$ cat config.mk
export PLATFORM = sky130hd
export DESIGN_NAME = seg_scan_ctrl
export DESIGN_NICKNAME = d
export VERILOG_FILES = /design/src/rtl/seg_scan_ctrl.sv
export SDC_FILE = /design/constraint.sdc
export NUM_CORES = 1
export LEC_CHECK = 0
export ABC_CLOCK_PERIOD_IN_PS = 5900
export CORE_MARGIN = 8
export CORE_UTILIZATION = 25
export CTS_CLUSTER_DIAMETER = 200
export CTS_CLUSTER_SIZE = 25
export DETAILED_ROUTE_END_ITERATION = 7
export PLACE_DENSITY = 0.4
export SLEW_MARGIN = 20
export SYNTH_ARGS = -nofsm -noshare
export SYNTH_HDL_FRONTEND = slang
export SYNTH_SLANG_ARGS = --single-unit
export TNS_END_PERCENT = 5
$ cat constraint.sdc
create_clock -name clk -period 5.9 [get_ports clk]
set_input_delay 1.18 -clock clk [delete_from_list [all_inputs] [get_ports clk]]
set_output_delay 1.18 -clock clk [all_outputs]
set_load 0.02 [all_outputs]
$ cat src/rtl/seg_scan_ctrl.sv
// Multiplexed 7-segment scan controller: one shared cathode bus, NUM_DIGITS
// common-anode digits, blanking between slots and frame-aligned data update.
module seg_scan_ctrl #(
  parameter int NUM_DIGITS   = 4,
  parameter int SCAN_DIV     = 50000,
  parameter int BLANK_CYCLES = 500
) (
  input  logic                    clk,
  input  logic                    reset,
  input  logic [4*NUM_DIGITS-1:0] digit_data,
  input  logic [NUM_DIGITS-1:0]   digit_en,
  input  logic                    load,
  output logic [6:0]              seg_out,
  output logic [NUM_DIGITS-1:0]   an,
  output logic [2:0]              cur_digit,
  output logic                    frame_done
);
  localparam int MAXC = (SCAN_DIV > BLANK_CYCLES) ? SCAN_DIV : BLANK_CYCLES;
  localparam int CW   = (MAXC > 1) ? $clog2(MAXC) : 1;
  localparam int IW   = (NUM_DIGITS > 1) ? $clog2(NUM_DIGITS) : 1;
  localparam logic [CW-1:0] SHOW_LAST  = CW'(SCAN_DIV - 1);
  localparam logic [CW-1:0] BLANK_LAST = CW'(BLANK_CYCLES - 1);
  localparam logic [2:0]    LAST_DIG   = 3'(NUM_DIGITS - 1);

  typedef enum logic {BLANK, SHOW} state_t;

  state_t                       state_q, state_d;
  logic [CW-1:0]                cnt_q, cnt_d;
  logic [2:0]                   cur_q, cur_d;
  logic                         en_q, en_d;
  logic                         pending_q, pending_d;
  logic [NUM_DIGITS-1:0][3:0]   pend_q, pend_d;
  logic [NUM_DIGITS-1:0][3:0]   shadow_q, shadow_d;
  logic [NUM_DIGITS-1:0]        an_q, an_d;
  logic [6:0]                   seg_q, seg_d;
  logic                         fd_q, fd_d;
  logic [IW-1:0]                idx_q, idx_d;

  function automatic logic [6:0] decode(input logic [3:0] h);
    case (h)
      4'h0: decode = 7'b0000001;  4'h1: decode = 7'b1001111;
      4'h2: decode = 7'b0010010;  4'h3: decode = 7'b0000110;
      4'h4: decode = 7'b1001100;  4'h5: decode = 7'b0100100;
      4'h6: decode = 7'b0100000;  4'h7: decode = 7'b0001111;
      4'h8: decode = 7'b0000000;  4'h9: decode = 7'b0000100;
      4'hA: decode = 7'b0001000;  4'hB: decode = 7'b1100000;
      4'hC: decode = 7'b0110001;  4'hD: decode = 7'b1000010;
      4'hE: decode = 7'b0110000;  default: decode = 7'b0111000;
    endcase
  endfunction

  assign idx_q = cur_q[IW-1:0];
  assign idx_d = cur_d[IW-1:0];

  always_comb begin
    state_d   = state_q;
    cnt_d     = cnt_q + 1'b1;
    cur_d     = cur_q;
    en_d      = en_q;
    pending_d = pending_q;
    pend_d    = pend_q;
    shadow_d  = shadow_q;
    fd_d      = 1'b0;
    if (load) begin
      pend_d    = digit_data;
      pending_d = 1'b1;
    end
    case (state_q)
      BLANK: if (cnt_q == BLANK_LAST) begin
        state_d = SHOW;
        cnt_d   = '0;
        en_d    = digit_en[idx_q];
        // Frame boundary: the whole pending word moves at once, so a frame never mixes loads.
        if (cur_q == 3'd0 && pending_q) begin
          shadow_d = pend_q;
          if (!load) pending_d = 1'b0;
        end
      end
      default: if (cnt_q == SHOW_LAST) begin
        state_d = BLANK;
        cnt_d   = '0;
        cur_d   = (cur_q == LAST_DIG) ? 3'd0 : cur_q + 3'd1;
        fd_d    = (cur_q == LAST_DIG);
      end
    endcase
    // Outputs are registered from next-state values so they change with the state.
    an_d  = '1;
    seg_d = 7'h7F;
    if (state_d == SHOW && en_d) begin
      an_d  = ~(NUM_DIGITS'(1) << idx_d);
      seg_d = decode(shadow_d[idx_d]);
    end
  end

  always_ff @(posedge clk or posedge reset) begin
    if (reset) begin
      state_q   <= BLANK;
      cnt_q     <= '0;
      cur_q     <= '0;
      en_q      <= 1'b0;
      pending_q <= 1'b0;
      pend_q    <= '0;
      shadow_q  <= '0;
      an_q      <= '1;
      seg_q     <= 7'h7F;
      fd_q      <= 1'b0;
    end else begin
      state_q   <= state_d;
      cnt_q     <= cnt_d;
      cur_q     <= cur_d;
      en_q      <= en_d;
      pending_q <= pending_d;
      pend_q    <= pend_d;
      shadow_q  <= shadow_d;
      an_q      <= an_d;
      seg_q     <= seg_d;
      fd_q      <= fd_d;
    end
  end

  assign seg_out    = seg_q;
  assign an         = an_q;
  assign cur_digit  = cur_q;
  assign frame_done = fd_q;
endmodule
# == After elaboration in Yosys (flattened, before gate mapping) ==
# Memory sizes are Yosys's and may differ from the RTL's.
# Cells that the tools add are included.
# word_totals
ff_bits,66
latch_bits,0
mem_bits_rw,0
rom_bits,112
output_inout_bits,15
mem_count,1
# classes
n_addsub,2
multipliers,0
div,0
magnitude_cmp,2
eq_ne,3
shift,1
mux,27
bitwise_logic,1
reduce_logical,4
# mem_list
name,words,width,read_ports,rd_clocked_by_memory_dff,write_ports,line_no,rtl
(name not given),16,7,1,0,0,40,case (h)
# op_table
cell,count
2-to-1 mux 16 bit,6
"adder 16 x 1 -> 16 bit, second input constant",1
"equality test 16 bit, second input constant",1
"equality test 16 x 9 -> 1 bit, second input constant",1
2-to-1 mux 1 bit,13
binary-select mux 4 bit (select 2 bit),1
2-to-1 mux 4 bit,2
2-to-1 mux 7 bit,1
"< comparator 2 x 3 -> 1 bit, second input constant",2
2-to-1 mux 2 bit,2
NOT 4 bit,1
"<< shifter 1 x 2 -> 4 bit, first input constant",1
"adder 3 x 1 -> 3 bit, second input constant",1
"equality test 3 x 2 -> 1 bit, second input constant",1
logical NOT 3 bit,1
2-to-1 mux 3 bit,1
binary-select mux 1 bit (select 2 bit),1
logical AND 1 bit,2
AND reduction 2 bit,1

# == Depth between registers and ports, before layout ==
# An unclocked memory read counts as a cell.
# depth
depth_word,9
mapped_depth,17

# == Worst setup path before layout ==
# Ideal clock, no wire load.
# synth_timing
kind,register to register
start,register cnt_q[10]
end,"register seg_q[3], in the netlist seg_out[3]"
arrival_ns,3.294
setup_slack_ns,2.513
stages_incl_launch_ff,13
n_path_buf,0
period_less_slack_ns,3.387
path_cell_list,dfrtp_1 -> or4_4 -> or4b_4 -> nor2_8 -> mux2_2 -> nor2_1 -> or4_1 -> nand3_2 -> inv_1 -> ha_1 -> mux2_2 -> mux2i_1 -> nand2_1
# synth_lines
item,line_no,rtl
start: declaration,28,"logic [CW-1:0] cnt_q, cnt_d;"
start signal: assignment,109,cnt_q <= cnt_d;
end signal: assignment,116,seg_q <= seg_d;
end: declaration,35,"logic [6:0] seg_q, seg_d;"

==> results.json <==
{
  "clkTransAtPathRegs_ns": 0.05,
  "ys_async_sr_fraction": 1.00,
  "clockRootBuffer": "clkbuf_16",
  "fin_skew_ns": 0.00637,
  "drtAntennaViolNets": 0,
  "crit_chain": "or4_4, or4b_4, nor2_8, mux2_2, nor2_1, or4_1, nand3_2, inv_1, ha_1, mux2_2, mux2i_1, nand2_1",
  "wirelength_um": 7210,
  "slew_violations": 0,
  "synth_edf_count": 0,
  "p_per_area_nw_per_um2": 255,
  "antenna_found_initial": 0,
  "crit_fanout": 18,
  "hold_viol_final": 0,
  "io_buffer_count": 37,
  "critical_path.top_delay_family": "simple AND/OR/NAND/NOR gates",
  "drv_cap": 0,
  "cp.required_ns": 6.12,
  "hold_path.class": "register to register",
  "dieArea_um2": 16800,
  "grt_remaining_overflow": 0,
  "tightest_slew_ns": 0.811,
  "final_area_um2": 4040,
  "core_area_um2": 12600,
  "clockBufferDepth": 2,
  "syn_inst": 270,
  "cellLeakagePower_nw": 1.74,
  "wl_per_cell_um": 14.8,
  "ys.warnings.count": 0,
  "syn_area_um2": 3220,
  "cts_buffers": 9,
  "clock-sinks": 66,
  "path_class": "register to register",
  "endpoint_kind": "register",
  "hpwl_um": 5170,
  "yosysSeqAreaShare": 0.518,
  "setup_tns_ns": 0,
  "finalCriticalPeriod_ns": 3.76,
  "die_width_um": 129,
  "period_share": 0.637,
  "pin_count": 38,
  "drt_iter0_drc": 79,
  "post-place-ws_ns": 2.13,
  "max-vdd-ir-drop_uv": 84.8,
  "initial_core_util": 0.256,
  "crit_slowest_cell": "or4b_4",
  "start_kind": "register",
  "syn_nets": 302,
  "slowest_delay_ns": 0.60,
  "vias": 2134,
  "ys.flop_type": "dfrtp_1",
  "rows": 41,
  "cts_resized": 0,
  "drt_pass1_iterations": 4,
  "grt_usage": 0.0933,
  "cp_num_buf_inv": 1,
  "placed_area_um2": 3750,
  "gp_congestion": 0.773,
  "ys_types": 52,
  "yosys.area.top_type": "dfrtp_1",
  "slew_headroom": 0.458,
  "diodes": 0,
  "avgSynthCellArea_um2": 11.9,
  "fin_nets": 342,
  "yosys-top-cells-count": "dfrtp_1 (55), nor2_1 (32), mux2_2 (27)",
  "setup_viol": 0,
  "crit_top_cell": "mux2_2",
  "die_y_um": 129,
  "synth-seq-cells": 66,
  "h-tree-depth": 3,
  "cts_tree": "built",
  "grt_pass1_vias": 2321,
  "rsz0062_at_grt": "no",
  "arrival_ns": 3.98,
  "fmax_ghz": 0.266,
  "synth_top_area_share": 0.428,
  "synth.area.top_cells": "dfrtp_1 (43%), mux2_2 (9.5%), dfstp_2 (9.0%)",
  "drc_errors": 0,
  "clk_latency_ns": 0.33,
  "grt_start_max_net_pins": 40,
  "worst_slack_ns": 2.14,
  "cts_hold_buf": 0,
  "synth_most_common_cell": "dfrtp_1",
  "avgViaCountPerCell": 4.39,
  "grt_pass1_wl_um": 12000,
  "syn_to_final_growth_pct": 25.5,
  "layout-drive-gt1-share": 0.217,
  "status": "complete, no violations",
  "cts_setup_buffers": 0
}
==> sequential cells by signal (all words and copies together), names as in the netlist <==
register    count
en_q            1
cnt_q          16
pend_q         16
pending_q       1
frame_done      1
an              4
seg_out         7
state_q         1
cur_digit       3
shadow_q       16
==> final timing paths <==
| path | from | slack [ns] | end | depth (start not counted) |
|---|---|---|---|---|
| min in group asynchronous | reset | 1.25 | pend_q[15] | 2 |
| max | cnt_q[10] | 2.14 | seg_out[3] | 12 |
| max reg2reg | cnt_q[10] | 2.14 | seg_out[3] | 12 |
| max in group asynchronous | reset | 3.71 | seg_out[3] | 3 |
| min | cnt_q[0] | 0.47 | cnt_q[0] | 1 |
| min reg2reg | cnt_q[0] | 0.47 | cnt_q[0] | 1 |
==> where the power goes <==
group          total [mW]  internal [mW]  switching [mW]  leakage, nW
combinational      0.0394         0.0241          0.0153        0.772
clock               0.518          0.335           0.183        0.142
sequential          0.472          0.465         0.00725        0.826
==> cell type report <==
class / instances / area, µm²
clock inverter: 3 / 40.0
sequential: 66 / 1670
fill: 1294 / 8530
clock buffer: 12 / 246
timing repair buffer: 38 / 378
tap: 172 / 215
multi-input combinational: 180 / 1440
inverter: 15 / 56.3
==> metal layers <==
| layer | global-route usage | vias up | wire length, µm |
|---|---|---|---|
| met1 | 0.119 | 1067 | 3560 |
| met2 | 0.142 | 36 | 3230 |
| met5 | 0 | - | 0 |
| li1 | - | 1021 | - |
| met3 | 0.0296 | 10 | 307 |
| met4 | 0.0396 | 0 | 110 |
==> cell families after synthesis <==
family / count (synthesis) / synth area share
compound gates: 24 / 0.0587
simple gates: 90 / 0.151
fa+ha+maj: 9 / 0.0350
buf+inv: 24 / 0.0362
mux: 43 / 0.163
xor+xnor: 14 / 0.0381
flops: 66 / 0.518
==> metrics by stage <==
| stage | total power [mW] | hold slack [ns] | cells | util |
|---|---|---|---|---|
| floorplan | 0.498 | 0.433 | 270 | - |
| global placement | 0.521 | 0.463 | 471 | 0.298 |
| detailed placement | 0.521 | 0.459 | 471 | 0.298 |
| CTS | 1.05 | 0.473 | 486 | 0.321 |
| global route | 1.07 | 0.509 | 486 | 0.321 |
| finish | 1.03 | 0.468 | 486 | 0.321 |
==> worst register-to-register path, cell delays in order (launching register included) <==
cell,delay [ns]
dfrtp_1,0.41
or4_4,0.58
or4b_4,0.61
nor2_8,0.32
mux2_2,0.26
nor2_1,0.04
or4_1,0.52
nand3_2,0.15
inv_1,0.11
ha_1,0.22
mux2_2,0.25
mux2i_1,0.13
nand2_1,0.07
==> placed cells by master, fill, tap and decap left out, drive strengths merged, types with 7 or more instances in the layout <==
master,count
clkdlybuf4s50,37
dfstp,11
clkbuf,12
mux2i,11
nand3,15
ha,9
xnor2,7
inv,15
nor2,33
xor2,7
nand2,11
mux2,29
dfrtp,55
Power figures use the tool's default switching activity.
